### src/rtl/tdm_clock_generator_pkg.sv
// ---------------------------------------------------------------------------
// tdm_clk_pkg
// Shared types and defaults for the TDM/I2S audio clock generator.
//   fs_mode_e   : frame sync style (I2S, left-justified, DSP/TDM pulse)
//   DEF_*       : default parameter values for the generator
//   decode_mode : maps the raw 2-bit mode field onto fs_mode_e; the unused
//                 encoding 3 behaves as I2S
// ---------------------------------------------------------------------------
package tdm_clk_pkg;

    typedef enum logic [1:0] {
        FS_I2S = 2'd0,
        FS_LJ  = 2'd1,
        FS_DSP = 2'd2
    } fs_mode_e;

    localparam int unsigned DEF_DIV_W         = 8;
    localparam int unsigned DEF_MAX_SLOT_BITS = 32;
    localparam int unsigned DEF_MAX_SLOTS     = 8;

    function automatic fs_mode_e decode_mode(input logic [1:0] raw);
        fs_mode_e m;
        case (raw)
            2'd1:    m = FS_LJ;
            2'd2:    m = FS_DSP;
            default: m = FS_I2S;
        endcase
        return m;
    endfunction

endpackage

### src/rtl/tdm_clock_generator_if.sv
// ---------------------------------------------------------------------------
// tdm_clk_if
// Run-time configuration and clock/position outputs of tdm_clock_generator.
//   enable_i          : run; low freezes all generator state
//   cfg_div_i         : bclk half-period minus 1, in clk_i cycles
//   cfg_slot_bits_i   : bits per slot minus 1
//   cfg_num_slots_i   : slots per frame minus 1
//   cfg_mode_i        : framing mode, fs_mode_e encoding (3 acts as I2S)
//   bclk_o / fs_o     : bit clock and frame sync
//   bclk_rise_o/fall_o: single-cycle strobes in the cycle bclk_o changes
//   frame_start_o     : single-cycle strobe on the fall entering slot 0 MSB
//   slot_o / bit_o    : current slot and bit (bit counts down, MSB first)
// master drives config and observes outputs; slave is the generator.
// ---------------------------------------------------------------------------
interface tdm_clk_if #(
    parameter int unsigned DIV_W = 8,
    parameter int unsigned SB_W  = 5,
    parameter int unsigned SL_W  = 3
);
    logic             enable_i;
    logic [DIV_W-1:0] cfg_div_i;
    logic [SB_W-1:0]  cfg_slot_bits_i;
    logic [SL_W-1:0]  cfg_num_slots_i;
    logic [1:0]       cfg_mode_i;

    logic             bclk_o;
    logic             fs_o;
    logic             bclk_rise_o;
    logic             bclk_fall_o;
    logic             frame_start_o;
    logic [SL_W-1:0]  slot_o;
    logic [SB_W-1:0]  bit_o;

    modport master (
        output enable_i, cfg_div_i, cfg_slot_bits_i, cfg_num_slots_i, cfg_mode_i,
        input  bclk_o, fs_o, bclk_rise_o, bclk_fall_o, frame_start_o, slot_o, bit_o
    );

    modport slave (
        input  enable_i, cfg_div_i, cfg_slot_bits_i, cfg_num_slots_i, cfg_mode_i,
        output bclk_o, fs_o, bclk_rise_o, bclk_fall_o, frame_start_o, slot_o, bit_o
    );
endinterface

### src/rtl/tdm_clock_generator_bclk_divider.sv
// ---------------------------------------------------------------------------
// bclk_divider
// Half-period counter producing bclk and its edge strobes.
//   clk_i, rst_i  : clock, synchronous active-high reset
//   enable_i      : count enable; low holds everything and clears strobes
//   cfg_div_i     : divider value captured at reset and on load_div_i
//   load_div_i    : pulsed with the frame-start fall; the reload done on that
//                   same edge already uses cfg_div_i
//   bclk_o        : bit clock (registered)
//   bclk_rise_o   : registered strobe, high in the cycle bclk_o becomes 1
//   bclk_fall_o   : registered strobe, high in the cycle bclk_o becomes 0
//   fall_tick_o   : combinational "this edge makes bclk fall", so the parent
//                   can update position state on the very same edge
// ---------------------------------------------------------------------------
module bclk_divider #(
    parameter int unsigned DIV_W = 8
) (
    input  logic             clk_i,
    input  logic             rst_i,
    input  logic             enable_i,
    input  logic [DIV_W-1:0] cfg_div_i,
    input  logic             load_div_i,
    output logic             bclk_o,
    output logic             bclk_rise_o,
    output logic             bclk_fall_o,
    output logic             fall_tick_o
);

    logic [DIV_W-1:0] cnt_reg,  cnt_next;
    logic [DIV_W-1:0] div_reg,  div_next;
    logic             bclk_reg, bclk_next;
    logic             rise_reg, rise_next;
    logic             fall_reg, fall_next;
    logic             expire;
    logic             fall_tick;

    always_comb begin
        expire    = enable_i && (cnt_reg == '0);
        fall_tick = expire && bclk_reg;

        div_next  = load_div_i ? cfg_div_i : div_reg;
        cnt_next  = cnt_reg;
        bclk_next = bclk_reg;
        rise_next = expire && !bclk_reg;
        fall_next = fall_tick;

        if (expire) begin
            bclk_next = !bclk_reg;
            // div_next, not div_reg: a frame-start fall reloads with the new value
            cnt_next  = div_next;
        end else if (enable_i) begin
            cnt_next  = cnt_reg - DIV_W'(1);
        end
    end

    always_ff @(posedge clk_i) begin
        if (rst_i) begin
            cnt_reg  <= cfg_div_i;
            div_reg  <= cfg_div_i;
            bclk_reg <= 1'b0;
            rise_reg <= 1'b0;
            fall_reg <= 1'b0;
        end else begin
            cnt_reg  <= cnt_next;
            div_reg  <= div_next;
            bclk_reg <= bclk_next;
            rise_reg <= rise_next;
            fall_reg <= fall_next;
        end
    end

    assign bclk_o      = bclk_reg;
    assign bclk_rise_o = rise_reg;
    assign bclk_fall_o = fall_reg;
    assign fall_tick_o = fall_tick;

endmodule

### src/rtl/tdm_clock_generator.sv
// ---------------------------------------------------------------------------
// tdm_clock_generator
// Audio serial clock generator: bit clock, frame sync for I2S, left-justified
// or DSP/TDM framing, edge strobes and slot/bit position, all in the clk_i
// domain so serialisers never sample bclk as data.
//   clk_i  : system clock
//   rst_i  : synchronous active-high reset; aborts the frame immediately
//   bus    : tdm_clk_if slave (enable, run-time config, clock/position outputs)
// Slot width, slot count, mode and divider are captured at reset and on the
// fall that starts each frame; mid-frame config changes wait for that fall.
// ---------------------------------------------------------------------------
module tdm_clock_generator
    import tdm_clk_pkg::*;
#(
    parameter int unsigned DIV_W         = DEF_DIV_W,
    parameter int unsigned MAX_SLOT_BITS = DEF_MAX_SLOT_BITS,
    parameter int unsigned MAX_SLOTS     = DEF_MAX_SLOTS
) (
    input  logic   clk_i,
    input  logic   rst_i,
    tdm_clk_if.slave bus
);

    localparam int unsigned SB_W = $clog2(MAX_SLOT_BITS);
    localparam int unsigned SL_W = $clog2(MAX_SLOTS);

    // Active frame configuration
    logic [SB_W-1:0] sb_reg,    sb_next;
    logic [SL_W-1:0] ns_reg,    ns_next;
    fs_mode_e        mode_reg,  mode_next;

    // Position and framing state
    logic [SL_W-1:0] slot_reg,  slot_next;
    logic [SB_W-1:0] bit_reg,   bit_next;
    logic            fs_reg,    fs_next;
    logic            fstart_reg, fstart_next;

    // Values for the edge in progress
    logic            fall_tick;
    logic            last_bit;
    logic            load_cfg;
    logic [SB_W-1:0] sb_eff;
    logic [SL_W-1:0] ns_eff;
    fs_mode_e        mode_eff;
    logic [SL_W-1:0] slot_adv;
    logic [SB_W-1:0] bit_adv;
    logic [SL_W-1:0] slot_follow;
    logic [SL_W:0]   half;
    logic            fs_adv;

    bclk_divider #(
        .DIV_W (DIV_W)
    ) u_div (
        .clk_i       (clk_i),
        .rst_i       (rst_i),
        .enable_i    (bus.enable_i),
        .cfg_div_i   (bus.cfg_div_i),
        .load_div_i  (load_cfg),
        .bclk_o      (bus.bclk_o),
        .bclk_rise_o (bus.bclk_rise_o),
        .bclk_fall_o (bus.bclk_fall_o),
        .fall_tick_o (fall_tick)
    );

    always_comb begin
        last_bit = (bit_reg == '0) && (slot_reg == ns_reg);
        // A fall leaving the last bit of the frame is the frame start
        load_cfg = fall_tick && last_bit;

        // Config governing the position being entered
        sb_eff   = load_cfg ? bus.cfg_slot_bits_i         : sb_reg;
        ns_eff   = load_cfg ? bus.cfg_num_slots_i         : ns_reg;
        mode_eff = load_cfg ? decode_mode(bus.cfg_mode_i) : mode_reg;

        // Position entered on this fall
        slot_adv = slot_reg;
        bit_adv  = bit_reg - SB_W'(1);
        if (bit_reg == '0) begin
            bit_adv  = sb_eff;
            slot_adv = last_bit ? '0 : slot_reg + SL_W'(1);
        end

        // Slot of the position after that one; I2S fs leads by one bclk
        slot_follow = slot_adv;
        if (bit_adv == '0) begin
            slot_follow = (slot_adv == ns_eff) ? '0 : slot_adv + SL_W'(1);
        end

        // Odd slot counts put the extra slot in the second half
        half = ({1'b0, ns_eff} + (SL_W+1)'(1)) >> 1;

        fs_adv = 1'b0;
        case (mode_eff)
            FS_LJ:   fs_adv = ({1'b0, slot_adv} < half);
            FS_DSP:  fs_adv = (slot_adv == ns_eff) && (bit_adv == '0);
            default: fs_adv = ({1'b0, slot_follow} >= half);
        endcase

        slot_next   = slot_reg;
        bit_next    = bit_reg;
        fs_next     = fs_reg;
        sb_next     = sb_reg;
        ns_next     = ns_reg;
        mode_next   = mode_reg;
        fstart_next = load_cfg;

        if (fall_tick) begin
            slot_next = slot_adv;
            bit_next  = bit_adv;
            fs_next   = fs_adv;
        end
        if (load_cfg) begin
            sb_next   = sb_eff;
            ns_next   = ns_eff;
            mode_next = mode_eff;
        end
    end

    always_ff @(posedge clk_i) begin
        if (rst_i) begin
            sb_reg     <= bus.cfg_slot_bits_i;
            ns_reg     <= bus.cfg_num_slots_i;
            mode_reg   <= decode_mode(bus.cfg_mode_i);
            // Park on the last bit of a notional previous frame so the
            // first fall is a frame start
            slot_reg   <= bus.cfg_num_slots_i;
            bit_reg    <= '0;
            fs_reg     <= (decode_mode(bus.cfg_mode_i) == FS_DSP);
            fstart_reg <= 1'b0;
        end else begin
            sb_reg     <= sb_next;
            ns_reg     <= ns_next;
            mode_reg   <= mode_next;
            slot_reg   <= slot_next;
            bit_reg    <= bit_next;
            fs_reg     <= fs_next;
            fstart_reg <= fstart_next;
        end
    end

    assign bus.fs_o          = fs_reg;
    assign bus.frame_start_o = fstart_reg;
    assign bus.slot_o        = slot_reg;
    assign bus.bit_o         = bit_reg;

endmodule

### src/flat_wrapper.sv
// flat-port wrapper written by rule: the top's interface ports become plain ports
module tdm_clock_generator_flat import tdm_clk_pkg::*;
#(
    parameter int unsigned DIV_W         = DEF_DIV_W,
    parameter int unsigned MAX_SLOT_BITS = DEF_MAX_SLOT_BITS,
    parameter int unsigned MAX_SLOTS     = DEF_MAX_SLOTS
)
  (clk_i, rst_i, bus_enable_i, bus_cfg_div_i, bus_cfg_slot_bits_i, bus_cfg_num_slots_i, bus_cfg_mode_i, bus_bclk_o, bus_fs_o, bus_bclk_rise_o, bus_bclk_fall_o, bus_frame_start_o, bus_slot_o, bus_bit_o);
  tdm_clk_if #(.DIV_W(DIV_W)) bus_i ();
  input  logic clk_i;
  input  logic rst_i;
  input wire logic [$bits(bus_i.enable_i)-1:0] bus_enable_i;
  input wire logic [$bits(bus_i.cfg_div_i)-1:0] bus_cfg_div_i;
  input wire logic [$bits(bus_i.cfg_slot_bits_i)-1:0] bus_cfg_slot_bits_i;
  input wire logic [$bits(bus_i.cfg_num_slots_i)-1:0] bus_cfg_num_slots_i;
  input wire logic [$bits(bus_i.cfg_mode_i)-1:0] bus_cfg_mode_i;
  output wire logic [$bits(bus_i.bclk_o)-1:0] bus_bclk_o;
  output wire logic [$bits(bus_i.fs_o)-1:0] bus_fs_o;
  output wire logic [$bits(bus_i.bclk_rise_o)-1:0] bus_bclk_rise_o;
  output wire logic [$bits(bus_i.bclk_fall_o)-1:0] bus_bclk_fall_o;
  output wire logic [$bits(bus_i.frame_start_o)-1:0] bus_frame_start_o;
  output wire logic [$bits(bus_i.slot_o)-1:0] bus_slot_o;
  output wire logic [$bits(bus_i.bit_o)-1:0] bus_bit_o;
  assign bus_i.enable_i = bus_enable_i;
  assign bus_i.cfg_div_i = bus_cfg_div_i;
  assign bus_i.cfg_slot_bits_i = bus_cfg_slot_bits_i;
  assign bus_i.cfg_num_slots_i = bus_cfg_num_slots_i;
  assign bus_i.cfg_mode_i = bus_cfg_mode_i;
  assign bus_bclk_o = bus_i.bclk_o;
  assign bus_fs_o = bus_i.fs_o;
  assign bus_bclk_rise_o = bus_i.bclk_rise_o;
  assign bus_bclk_fall_o = bus_i.bclk_fall_o;
  assign bus_frame_start_o = bus_i.frame_start_o;
  assign bus_slot_o = bus_i.slot_o;
  assign bus_bit_o = bus_i.bit_o;
  tdm_clock_generator #(.DIV_W(DIV_W), .MAX_SLOT_BITS(MAX_SLOT_BITS), .MAX_SLOTS(MAX_SLOTS)) u_core (.clk_i(clk_i), .rst_i(rst_i), .bus(bus_i));
endmodule
### config.mk
export PLATFORM = sky130hd
export DESIGN_NAME = tdm_clock_generator_flat
export DESIGN_NICKNAME = d
export VERILOG_FILES = /design/src/rtl/tdm_clock_generator_pkg.sv /design/src/rtl/tdm_clock_generator_if.sv /design/src/rtl/tdm_clock_generator_bclk_divider.sv /design/src/rtl/tdm_clock_generator.sv /design/src/flat_wrapper.sv
export SDC_FILE = /design/constraint.sdc
export NUM_CORES = 1
export LEC_CHECK = 0
export BUFFER_PORTS_ARGS = -buffer_cell sky130_fd_sc_hd__buf_2
export CORE_MARGIN = 1
export CORE_UTILIZATION = 60
export DETAILED_ROUTE_END_ITERATION = 10
export GPL_TIMING_DRIVEN = 0
export PLACE_DENSITY = 0.91
export SYNTH_ARGS = -nofsm -noshare
export SYNTH_HDL_FRONTEND = slang
export SYNTH_SLANG_ARGS = --single-unit
### constraint.sdc
create_clock -name clk_i -period 6 [get_ports clk_i]
set_input_delay 1.2 -clock clk_i [delete_from_list [all_inputs] [get_ports clk_i]]
set_output_delay 1.2 -clock clk_i [all_outputs]
set_load 0.02 [all_outputs]
After elaboration in Yosys (flattened, before gate mapping). Cells that the tools add are included.

Register bits: 39. Output and inout bits: 13. Word-level logic and storage cells: 65.

Add/sub/neg operators: 5. Order comparisons: 2. Equality and inequality tests: 7. Mux-type cells: 26. Reduce and logical (&&, ||, !) cells: 13.

Operator list (number): $mux W8 (5); $mux W3 (9); $mux W5 (4); $logic_not A5 Y1 (2); $logic_not A8 Y1 (1); $mux W2 (4); $sub A8 B1 Y8 const B (1); $add A3 B1 Y3 const B (2); $eq A2 B2 Y1 const B (3); $eq A3 B3 Y1 (2); $logic_and A1 B1 Y1 (6); $sub A5 B1 Y5 const B (1); $add A3 B1 Y4 const B (1); $eq A2 B1 Y1 const B (2); $pmux W2 S2 (1); $reduce_bool A2 Y1 (2); $ge A3 B3 Y1 (1); $lt A3 B3 Y1 (1); $reduce_bool A3 Y1 (1); $mux W1 (2); $pmux W1 S2 (1); $logic_not A1 Y1 (1).

Depth between registers and ports, before layout. Gate-level depths: netlist of run 1.

Word-level depth: 12. Depth in mapped cells: 17.

Hierarchy. From an unflattened synthesis of run 1, not the netlist that was laid out.

Cell total of the unflattened synthesis: 256. Area, all modules: 2606.2 um2.

By module, submodules not included: tdm_clock_generator (times used 1, cells each 166, area each 1639.1 um2, seq. area each 540.5 um2); bclk_divider (times used 1, cells each 90, area each 967.2 um2, seq. area each 460.4 um2).

Worst setup path after synthesis of run 1. OpenSTA, ideal clock, no wires.

Path type: input -> register. Start point: input port bus_enable_i. End point: register u_core.fs_reg (netlist: u_core.bus.fs_o) (data pin). Setup time: 0.256 ns. Arrival time: 4.104 ns. Slack: 1.640 ns. Stages: 15. Path buffers: 1. Path through: nor4bb_1 and3_1 clkbuf_1 nand2_2 mux2_2 a2111oi_4 o211ai_2 mux2_2 ha_1 inv_1 a21boi_0 o21ai_0 a32oi_1 and2_0 a41o_1.

Word-level cells in the longest chain between the ends: 11.

RTL lines: from (decl) (RTL line flat_wrapper.sv:12) `input wire logic [$bits(bus_i.enable_i)-1:0] bus_enable_i;`; $logic_and A1 B1 Y1 (*) (RTL line tdm_clock_generator_bclk_divider.sv:38) `expire = enable_i && (cnt_reg == '0);`; $logic_and A1 B1 Y1 (*) (RTL line tdm_clock_generator_bclk_divider.sv:39) `fall_tick = expire && bclk_reg;`; $logic_and A1 B1 Y1 (*) (RTL line tdm_clock_generator.sv:68) `load_cfg = fall_tick && last_bit;`; $mux W3 or $mux W5 (tied branches) (RTL line tdm_clock_generator.sv:72, tdm_clock_generator.sv:71); $eq A3 B3 Y1 or $mux W5 (tied branches) (RTL line tdm_clock_generator.sv:86, tdm_clock_generator.sv:95, tdm_clock_generator.sv:78); $mux W3 or $logic_not A5 Y1 (tied branches) (RTL line tdm_clock_generator.sv:86, tdm_clock_generator.sv:85, tdm_clock_generator.sv:95); $mux W3 (RTL line tdm_clock_generator.sv:85) `if (bit_adv == '0) begin`; $ge A3 B3 Y1 (RTL line tdm_clock_generator.sv:96) `default: fs_adv = ({1'b0, slot_follow} >= half);`; $pmux W1 S2 (*) (RTL line tdm_clock_generator.sv:93) `case (mode_eff)`; $mux W1 (*) (RTL line tdm_clock_generator.sv:107) `if (fall_tick) begin`; $mux W1 (*) (RTL line tdm_clock_generator.sv:120) `if (rst_i) begin`; to (signal assigned) (RTL line tdm_clock_generator.sv:128) `fs_reg <= (decode_mode(bus.cfg_mode_i) == FS_DSP);`; to (signal assigned) (RTL line tdm_clock_generator.sv:136) `fs_reg <= fs_next;`; to (decl) (RTL line tdm_clock_generator.sv:35) `logic fs_reg, fs_next;`.

Every way passes the cells marked *; elsewhere a longest branch is shown, timed or not. The select of a mux whose other input is x is not followed. A chain may end at the register's enable or synchronous reset.

Final worst setup path of run 1. Same ends and word-level chain as after synthesis.

==> metrics.cfg, run 1 <==
[sta]
drv_slew=0
fmax_mhz=211
fin_setup_tns_ns=0
slew_headroom_pct=31.5
fin_skew_ns=0.00626
worst_pin_slew_ns=1.01
setup-violations-final=0
fin_crit_ns=4.73
rsz0062_at_grt=no
fin_crit_sh_pct=78.8
hold_slack_ns=0.441
hold_violations=0

[die]
initial_core_util_pct=64.2
rows=22
die_width_um=65.3
dieHeight_um=65.3
core_area_mm2=0.00374
dieArea_mm2=0.00427
io_pins=34

[setup_path]
cp_data_arrival_time_ns=4.79
crit_type=in2reg
cp.required_ns=6.06
end_kind=flop
cp_max_fo=7
start_kind=input pin

[power]
powerDensity_mw_per_mm2=243
p_sw_share_pct=31.7
intPower_mw=0.453
p_comb_share_pct=23.2
peakVddDrop_mv=0.143
p_clk_share_pct=28.2
p_leak_nw=1.21
seq_power_share_pct=48.6
switchingPower_mw=0.210

[clock_network]
cts.sinks=39
post-cts-setup-buffers=0
cts_tree=yes
clk_pin_slew_ns=0.08
cts_made_buffers=5
cts-root-buf=clkbuf_8
clockBufferDepth=2
htreeDepth=2
hold_buffers=0
cts_resized=0
clkLatencyLatePin_ns=0.30

[global_routing]
grt.total_usage_pct=28.6
first_global_vias=2058
grt_remaining_overflow=0
grt_pass1_wl_um=9130
grt_max_degree=20
grt_antenna_before_repair=0

[placement]
dpl.hpwl_um=3980
gp_congestion=0.888
port_buffers=33

[synthesis]
yosys_warnings=0
synthesis.area_mm2=0.00240
synth_flop_cell=edfxtp_1
yosys.cell_count.top_type=nand2_1
synth_cell_types=52
synthAdderAreaFrac_pct=7.28
synthMuxAreaShare_pct=3.59
synth.largest_area_cell=edfxtp_1
syn_inst=267
yosys.area_share.simple_pct=21.6
seq_area_frac_synth_pct=41.6
yosys.area.top_type_share_pct=27.5
ys_seq_elements=39
synth_top_family_by_area=simple AND/OR/NAND/NOR gates
async_flop_share_pct=0
synth_edf_count=22
synthTopCellsByArea=edfxtp_1 (27%), dfxtp_1 (14%), nand2_1 (9.4%)
synth_nets=302
synth_compound_area_share_pct=16.1
synthXorXnorAreaFrac_pct=5.46
synth_common_cells=nand2_1 (60), edfxtp_1 (22), inv_1 (19)
syn_area_per_cell_um2=9.01

[route]
routed_wl_um=5570
routed-via-count=2133
viasPerCell=5.99
ant_nets=0
drcViolationCount=0
wl_per_cell_um=15.7
drt_pre_antenna_iters=5
drt_iter0_drc=204

[min_path]
hp-class=reg2reg

[finish]
area_delta_synth_final_pct=13.2
diodes=0
drive_gt1_share_pct=18.8
nets=342

[status]
status=finished clean

[run]
maxCapViolCount=0

[path summary, 6_finish.rpt]
kind	start	endpoint	slack [ns]	depth (start not counted)
min	u_core.u_div.div_reg[4]	u_core.u_div.div_reg[4]	0.44	2
max	bus_enable_i	u_core.bus.fs_o	1.27	16
min reg2reg	u_core.u_div.div_reg[4]	u_core.u_div.div_reg[4]	0.44	2
max reg2reg	u_core.bus.bit_o[0]	u_core.bus.fs_o	1.32	17
[layout make-up]
| cell class | instances | area [um^2] |
|---|---|---|
| inverters | 19 | 71.3 |
| clock buffers | 5 | 68.8 |
| flip-flops and latches | 39 | 1000 |
| fillers | 275 | 1020 |
| clock inverters | 3 | 23.8 |
| plain buffers | 8 | 32.5 |
| well taps | 48 | 60.1 |
| multi-input cells | 201 | 1300 |
| repair buffers | 33 | 165 |
[critical path, stage by stage]
cell and delay, ns:
buf_2 0.08, nor4bb_1 0.47, and3_1 0.24, clkbuf_1 0.29, nand2_2 0.17, mux2_2 0.36
a2111oi_4 0.40, o211ai_2 0.17, mux2_2 0.30, ha_1 0.30, inv_1 0.05, a21boi_0 0.06
o21ai_0 0.18, a32oi_1 0.14, and2_0 0.17, a41o_1 0.20
[power groups by stage]
stage	logic [mW]	registers (mW)	clock network, mW
global placement	0.140	0.326	0
finish	0.154	0.322	0.187
detailed placement	0.149	0.327	0
CTS	0.152	0.321	0.186
global route	0.170	0.324	0.200
floorplan	0.107	0.328	0
[kinds of logic after synthesis]
logic type | Yosys count
AO/OA/AOI/OAI | 55
flip-flops | 39
buffers and inverters | 27
adder cells (fa/ha/maj) | 14
XOR/XNOR | 15
multiplexers | 8
AND/OR/NAND/NOR | 109
[per-layer routing]
| metal | wire [um] | vias to the layer above | global-route usage (%) |
|---|---|---|---|
| met4 | 145 | 0 | 17.1 |
| li1 | - | 1025 | - |
| met2 | 2700 | 95 | 46.4 |
| met3 | 396 | 17 | 7.12 |
| met1 | 2340 | 996 | 34.0 |
| met5 | 0 | - | 0 |
[through the flow]
stage / setup WS [ns] / util [%] / cell area, um^2 / std cells / power (mW)
2_1_floorplan: 1.64 / - / 2400 / 267 / 0.434
3_3_place_gp: 1.15 / 70.3 / 2630 / 348 / 0.466
3_5_place_dp: 1.03 / 70.3 / 2630 / 348 / 0.476
4_1_cts: 1.26 / 72.7 / 2720 / 356 / 0.659
5_1_grt: 1.07 / 72.7 / 2720 / 356 / 0.694
6_report: 1.27 / 72.7 / 2720 / 356 / 0.662
[layout by cell type, fill, tap and decap left out, drive strengths merged, types with 3 or more instances in the layout]
cell type  count
mux2           5
xnor2          7
o22ai          3
mux2i          3
a21oi          6
and2           4
or2            3
o21ai         18
nor2          18
edfxtp        22
inv           20
ha            14
dfxtp         17
xor2           8
a31oi          3
nor4           4
nor3           4
nand3          3
buf           35
clkbuf        11
a22oi          8
nand2         61
No activity file was read; power rests on OpenSTA's default activity.
==> inputs of run 2 (changes only) <==
ABC_AREA = 1   (was not set)
CORE_UTILIZATION = 53   (was 60)
PLACE_DENSITY = 0.85   (was 0.91)
clock period = 3.9 ns   (was 6 ns; I/O delays follow)
==> metrics.cfg, run 2 <==
[status]
status=finished clean

[synthesis]
seq_area_frac_synth_pct=37.4
yosys.cell_count.top_type=nand2_1
syn_inst=344
async_flop_share_pct=0
synth_common_cells=nand2_1 (79), inv_1 (43), o21ai_0 (34)
ys_seq_elements=39
synth_nets=379
synth_cell_types=30
synthTopCellsByArea=edfxtp_1 (25%), dfxtp_1 (13%), nand2_1 (11%)
synth_edf_count=22
yosys_warnings=0
synth_flop_cell=edfxtp_1
synthesis.area_mm2=0.00268
yosys.area.top_type_share_pct=24.7
synth.largest_area_cell=edfxtp_1
syn_area_per_cell_um2=7.78

[die]
initial_core_util_pct=55.9
rows=25
core_area_mm2=0.00479
io_pins=34
dieHeight_um=73.0
dieArea_mm2=0.00534
die_width_um=73.0

[clock_network]
post-cts-setup-buffers=0
cts_resized=0
htreeDepth=2
hold_buffers=0
cts_tree=yes
clockBufferDepth=2
cts-root-buf=clkbuf_8
clkLatencyLatePin_ns=0.30
clk_pin_slew_ns=0.08
cts_made_buffers=5
cts.sinks=39

[min_path]
min_from=u_core.u_div.bclk_o
holdPathStages=1
hp-class=reg2reg
hold_end=u_core.u_div.bclk_rise_o

[finish]
nets=419
layout_commonest_cell=nand2_1
fin_util_pct=62.8
final_cell_mix=nand2_1 (79), inv_1 (43), o21ai_0 (34)
fill_cells=424
fin_cells=452
area_delta_synth_final_pct=12.3
drive_gt1_share_pct=23.6
design_area_mm2=0.00301
diodes=0

[sta]
fin_crit_ns=3.31
fin_crit_sh_pct=84.9
fmax_mhz=302
fin_skew_ns=0.00723
rsz0062_at_grt=no
fin_setup_tns_ns=0
worst_pin_slew_ns=0.599
slew_headroom_pct=59.9
setup-violations-final=0
drv_slew=0
hold_violations=0

[setup_path]
reg2reg_slack_ns=0.59
crit_type=reg2reg
reg2reg_from=u_core.u_div.cnt_reg[0]
cp_max_fo=10
r2r-end=u_core.bus.fs_o
end_kind=flop
cp.required_ns=3.96
cp_data_arrival_time_ns=3.38
start_kind=flop
timing.reg2reg.worst_path_depth=22

[route]
wl_per_cell_um=12.9
drt_pre_antenna_iters=4
routed_wl_um=5830
viasPerCell=5.20
drt_iter0_drc=106
routed-via-count=2349
ant_nets=0
drcViolationCount=0

[placement]
gp_congestion=0.891
place_area_mm2=0.00292
dp.cells=444
port_buffers=33
dpl.hpwl_um=4430

[power]
p_total_mw=1.01
peakVddDrop_mv=0.263
powerDensity_mw_per_mm2=337
p_leak_nw=1.48

[global_routing]
first_global_vias=2266
grt.total_usage_pct=24.3
grt_max_degree=16
grt_antenna_before_repair=0
grt_pass1_wl_um=9810
grt_remaining_overflow=0

[run]
maxCapViolCount=0

[run 2: cell types whose count changed after synthesis, moves of 7 or more]
cell,change
a22oi_1,-8
inv_1,+24
inv_2,+14
nand2_1,+19
nand2_4,+8
nand3_1,+27
nor2_4,+7
o21ai_0,+17
o21bai_1,+9
[run 2: worst max-delay path by stage]
stage | from | end | slack (ns) | cells past startpoint
after detailed placement | bus_enable_i | u_core.bus.fs_o | 0.41 | 21
after global routing | u_core.u_div.cnt_reg[0] | u_core.bus.fs_o | 0.28 | 22
after global placement | bus_enable_i | u_core.bus.fs_o | 0.45 | 21
after floorplan | bus_enable_i | u_core.bus.fs_o | 0.86 | 21
final | u_core.u_div.cnt_reg[0] | u_core.bus.fs_o | 0.59 | 22
after CTS | u_core.u_div.cnt_reg[0] | u_core.bus.fs_o | 0.63 | 22
[run 2: stage by stage]
stage	hold WS (ns)	setup WS, ns
floorplan	0.545	0.863
global placement	0.514	0.455
detailed placement	0.521	0.412
CTS	0.532	0.629
global route	0.538	0.279
finish	0.527	0.588
[run 2: final cells by class]
cell class	instances	area [um^2]	area share [%]
multi-input cells	240	1410	47.0
flip-flops and latches	39	1000	33.3
inverters	57	214	7.12
repair buffers	33	165	5.50
well taps	67	83.8	2.79
clock buffers	7	76.3	2.54
plain buffers	8	48.8	1.62
clock inverters	1	5.00	0.167
[run 2: layer usage]
metal,GRT usage [%],vias up,wire [um]
li1,-,1212,-
met1,28.3,1078,2550
met2,44.3,47,2940
met3,4.42,12,227
met4,8.50,0,111
met5,0,-,0
[run 2: cells by family (layout without fill, tap and decap cells)]
family	count (synthesis)	count (layout)	share of synthesized area (%)
compound gates	67	67	15.0
flops	39	39	37.4
xor+xnor	5	5	1.64
mux	3	3	1.26
simple gates	151	151	28.3
buf+inv	65	106	9.82
fa+ha+maj	14	14	6.55
[run 2: worst max-delay path, stage by stage (launching register included)]
cell	delay [ns]
edfxtp_1	0.36
inv_1	0.13
ha_1	0.17
nand2_1	0.06
nor2_2	0.21
nand2_4	0.12
nor2_2	0.14
nand2_1	0.13
buf_6	0.17
nand2_1	0.06
nand3_1	0.08
nand2_1	0.11
nand3_1	0.13
nor2_4	0.20
nand3_1	0.10
o21ai_1	0.09
ha_1	0.27
a21oi_1	0.16
o211ai_1	0.10
o21ai_0	0.15
inv_1	0.05
nand2_1	0.06
nand2_1	0.04
[run 2: report_power, final]
group / total (mW) / internal [mW] / switching (mW)
logic: 0.252 / 0.0968 / 0.155
clock network: 0.269 / 0.126 / 0.143
registers: 0.492 / 0.474 / 0.0183
total: 1.01 / 0.696 / 0.316
